**src/rtl/arb_pkg.sv**
```systemverilog
// Shared types and default parameters for the round-robin arbiter.
package arb_pkg;

   typedef enum logic {IDLE, OWNED} arb_state_t;

   localparam int ARB_N_DEF        = 2;
   localparam int ARB_MAX_HOLD_DEF = 8;

endpackage

```
**src/rtl/rr_pick.sv**
```systemverilog
// Combinational rotating-priority picker: first set request at or above ptr, wrapping.
module rr_pick #(
   parameter int N     = 2,
   parameter int PTR_W = $clog2(N)
) (
   input  logic [N-1:0]     req,
   input  logic [PTR_W-1:0] ptr,
   output logic             valid,
   output logic [PTR_W-1:0] idx
);

   // NOTE: every output gets a default first so no path through the loop infers a latch.
   always_comb begin
      valid = 1'b0;
      idx   = '0;
      // Scan from the far end back toward ptr so the closest hit is the last write.
      for (int i = N - 1; i >= 0; i--) begin
         if (req[(int'(ptr) + i) % N]) begin
            valid = 1'b1;
            idx   = PTR_W'((int'(ptr) + i) % N);
         end
      end
   end

endmodule

```
**src/rtl/rr_arb.sv**
```systemverilog
// Registered round-robin arbiter with a per-tenure hold limit.
module rr_arb
   import arb_pkg::*;
#(
   parameter int N        = ARB_N_DEF,
   parameter int MAX_HOLD = ARB_MAX_HOLD_DEF
) (
   input  logic                 clk,
   input  logic                 rst_n,
   input  logic [N-1:0]         request,
   output logic [N-1:0]         grant,
   output logic [$clog2(N)-1:0] gnt_id,
   output logic                 busy
);

   localparam int PTR_W = $clog2(N);
   localparam int CNT_W = (MAX_HOLD < 1) ? 1 : $clog2(MAX_HOLD + 1);
   localparam logic [PTR_W-1:0] LAST_ID = PTR_W'(N - 1);
   // With no limit the counter simply parks at its maximum value.
   localparam logic [CNT_W-1:0] CNT_SAT = (MAX_HOLD == 0) ? {CNT_W{1'b1}} : CNT_W'(MAX_HOLD);

   arb_state_t       state;
   logic [PTR_W-1:0] ptr;
   logic [CNT_W-1:0] hold_cnt;

   logic             pick_valid;
   logic [PTR_W-1:0] pick_idx;
   logic [N-1:0]     pick_onehot;
   logic [PTR_W-1:0] pick_next;
   logic             limit_hit;
   logic             release_now;

   rr_pick #(.N(N), .PTR_W(PTR_W)) u_pick (
      .req   (request),
      .ptr   (ptr),
      .valid (pick_valid),
      .idx   (pick_idx)
   );

   always_comb begin
      pick_onehot           = '0;
      pick_onehot[pick_idx] = 1'b1;
      pick_next             = (pick_idx == LAST_ID) ? '0 : pick_idx + 1'b1;
      limit_hit             = (MAX_HOLD != 0) && (hold_cnt >= CNT_SAT);
      release_now           = !request[gnt_id] || limit_hit;
   end

   // NOTE: state is updated with non-blocking assignments so every register sees pre-edge values.
   always_ff @(posedge clk or negedge rst_n) begin
      if (!rst_n) begin
         state    <= IDLE;
         ptr      <= '0;
         hold_cnt <= '0;
         grant    <= '0;
         gnt_id   <= '0;
         busy     <= 1'b0;
      end else begin
         case (state)
            IDLE: begin
               if (pick_valid) begin
                  state    <= OWNED;
                  grant    <= pick_onehot;
                  gnt_id   <= pick_idx;
                  busy     <= 1'b1;
                  hold_cnt <= CNT_W'(1);
                  ptr      <= pick_next;
               end
            end
            OWNED: begin
               // ptr already sits past the owner, so the owner only wins again if alone.
               if (release_now) begin
                  if (pick_valid) begin
                     grant    <= pick_onehot;
                     gnt_id   <= pick_idx;
                     hold_cnt <= CNT_W'(1);
                     ptr      <= pick_next;
                  end else begin
                     state <= IDLE;
                     grant <= '0;
                     busy  <= 1'b0;
                  end
               end else if (hold_cnt != CNT_SAT) begin
                  hold_cnt <= hold_cnt + 1'b1;
               end
            end
            default: state <= IDLE;
         endcase
      end
   end

endmodule

```
**config.mk**
```make
export PLATFORM = sky130hd
export DESIGN_NAME = rr_arb
export DESIGN_NICKNAME = d
export VERILOG_FILES = /design/src/rtl/arb_pkg.sv /design/src/rtl/rr_pick.sv /design/src/rtl/rr_arb.sv
export SDC_FILE = /design/constraint.sdc
export NUM_CORES = 1
export LEC_CHECK = 0
export BUFFER_PORTS_ARGS = -buffer_cell sky130_fd_sc_hd__buf_2
export CAP_MARGIN = 20
export CORE_AREA = 8 8 45 47
export CTS_BUF_LIST = sky130_fd_sc_hd__clkbuf_8
export DETAILED_ROUTE_END_ITERATION = 16
export DIE_AREA = 0 0 53 55
export PLACE_DENSITY = 0.61
export SYNTH_ARGS = -nofsm -noshare
export SYNTH_HDL_FRONTEND = slang
export SYNTH_HIERARCHICAL = 1
export SYNTH_SLANG_ARGS = --single-unit
```
**constraint.sdc**
```tcl
create_clock -name clk -period 1.85 [get_ports clk]
set_clock_uncertainty 0.2 [all_clocks]
set_input_delay 0.37 -clock clk [delete_from_list [all_inputs] [get_ports clk]]
set_output_delay 0.37 -clock clk [all_outputs]
set_load 0.01 [all_outputs]
```
==> out/qor.yml <==
clk_latency_ns: 0.23
hold_slack_ns: 0.287
place_hpwl_um: 795
cp.arrival_ns: 1.52
status: "complete, no violations"
grt_pass1_wl_mm: 1.90
fin_crit_ns: 1.60
synth_cell_types: 22
finalPower_uw: 757
vias_per_cell: 5.12
postCtsSetupBuffers: 0
p_per_area_mw_per_mm2: 1220
r2r_cells: 4
worst_slew_pin_slew_ns: 0.311
cts-root-buf: "clkbuf_8"
wl_per_cell_um: 13.9
cp_max_fo: 7
syn_area_um2: 499
yosys_warnings: 6
ys_ff_latch: 10
cp-start-kind: "flop"
syn-num-nets: 55
setup_viol: 0
synthToLayoutAreaGrowth_pct: 24.8
initial_core_util_pct: 36.1
required_ns: 1.77
rr_endpoint: "grant[1]"
vias: 399
fmax_mhz: 626
core-area_mm2: 0.00138
peakVddDrop_mv: 0.506
rrSetupSlack_ns: 0.25
htreeDepth: 1
finalHoldViolations: 0
leakage_nw: 0.302
fillCellCount: 140
syn_area_per_cell_um2: 10.2
regArea_um2: 250
row_count: 14
cts_tree: "done"
hold_buffers: 1
holdCritPathClass: "reg2reg"
path_class: "reg2reg"
antenna_left: 0
rsz0062_at_grt: "false"
final_common_cell: "dfrtp_1"
die_w_um: 53
timing.slew.headroom_pct: 79.3
ioPinCount: 8
numCtsBuffers: 3
multi_input_area_um2: 221
cts.sinks: 10
mostFrequentLayoutCells: "dfrtp_1 (10), buf_2 (7), inv_1 (6)"
drtIter0Drc: 4
die_area_mm2: 0.00292
ctsResizeCount: 0
grt_max_degree: 11
drc: 0
cts_buffer_depth: 2
cp-endpoint: "grant[1]"
portBuffers: 7
setup.worst_path.start: "gnt_id"
firstDrtPassIters: 2
grt.overflow.total: 0
finalCritPeriodShare_pct: 86.3
synth-seq-area-share_pct: 50.1
antenna_found_initial: 0
grt_use_total_pct: 9.28
die-height_um: 55
place.gp.congestion: 0.829
slew_viol_final: 0
finalSetupTns_ns: 0
wirelength_mm: 1.08
maxCapViolCount: 0
path_clk_slew_ns: 0.05
layout-drive-gt1-share_pct: 24.2
end_kind: "flop"
timing.rr.start: "gnt_id"
synthCells: 49
grt_pass1_vias: 432
insertedDiodeCount: 0
layout.nets: 70
==> metal layers <==
layer,share of wire [%],global-route usage [%]
met1,45,9.87
met2,43,13.3
met3,7.2,4.28
met4,3.9,9.05
met5,0,0
==> logic make-up (layout without fill, tap and decap cells) <==
logic type,Yosys count,after routing,synth area share (%)
adders and majority gates,2,2,5.01
DFF,10,10,50.1
and+or+nand+nor,14,14,15.5
AOI/OAI and AO/OA,15,15,21.8
muxes,1,1,2.01
buffers and inverters,7,20,5.51
==> registers in the layout, summed over array words and instances, names as in the netlist <==
register,count
ptr,1
state,1
busy,1
gnt_id,1
grant,2
hold_cnt,4
==> Yosys cell counts <==
cell type | number | area (um^2)
o22ai_1 | 1 | 6.26
nor3_1 | 2 | 10.0
inv_1 | 6 | 22.5
nand3b_1 | 1 | 7.51
dfrtp_1 | 10 | 250
o2bb2ai_1 | 2 | 17.5
a21boi_1 | 1 | 7.51
a211oi_1 | 1 | 7.51
nor2_1 | 3 | 11.3
o21ai_0 | 1 | 5.00
or2_1 | 1 | 6.26
nor3b_1 | 1 | 7.51
a31oi_1 | 2 | 12.5
a31o_2 | 2 | 17.5
buf_2 | 1 | 5.00
a21oi_1 | 3 | 15.0
ha_1 | 2 | 25.0
mux2i_1 | 1 | 10.0
a32o_1 | 2 | 20.0
nand2_1 | 1 | 3.75
or2_0 | 1 | 6.26
nand2b_1 | 4 | 25.0
==> where the power goes <==
part	internal, mW	switching [mW]
logic	0.109	0.105
registers	0.275	0.0457
clock network	0.142	0.0806
total	0.526	0.231
==> layout make-up <==
| cell class | instances | area share, % |
|---|---|---|
| repair buffers | 11 | 10.8 |
| well taps | 16 | 3.21 |
| clock buffers | 3 | 6.63 |
| flip-flops and latches | 10 | 40.2 |
| multi-input cells | 32 | 35.5 |
| inverters | 6 | 3.61 |
==> through the flow <==
stage | area (um^2) | setup WS [ns] | cells | util, %
6_report | 623 | 0.253 | 78 | 45.0
5_1_grt | 623 | 0.191 | 78 | 45.0
3_5_place_dp | 572 | 0.239 | 74 | 41.3
2_1_floorplan | 499 | 0.309 | 49 | -
4_1_cts | 623 | 0.254 | 78 | 45.0
3_3_place_gp | 572 | 0.254 | 74 | 41.3
==> worst min path at each step <==
stage / from / to / slack, ns / cells after the start
after floorplan: rst_n / busy / -0.13 / 0
after global placement: rst_n / gnt_id / 0.04 / 1
after detailed placement: rst_n / ptr / 0.05 / 1
after CTS: grant[0] / grant[0] / 0.29 / 1
after global routing: grant[0] / grant[0] / 0.31 / 1
final: grant[0] / grant[0] / 0.29 / 1
==> critical path, stage by stage (launching register included) <==
cell	delay, ns
dfrtp_1	0.40
mux2i_1	0.13
buf_4	0.15
or2_0	0.30
a32o_1	0.30
(Power assumes the default switching activity.)
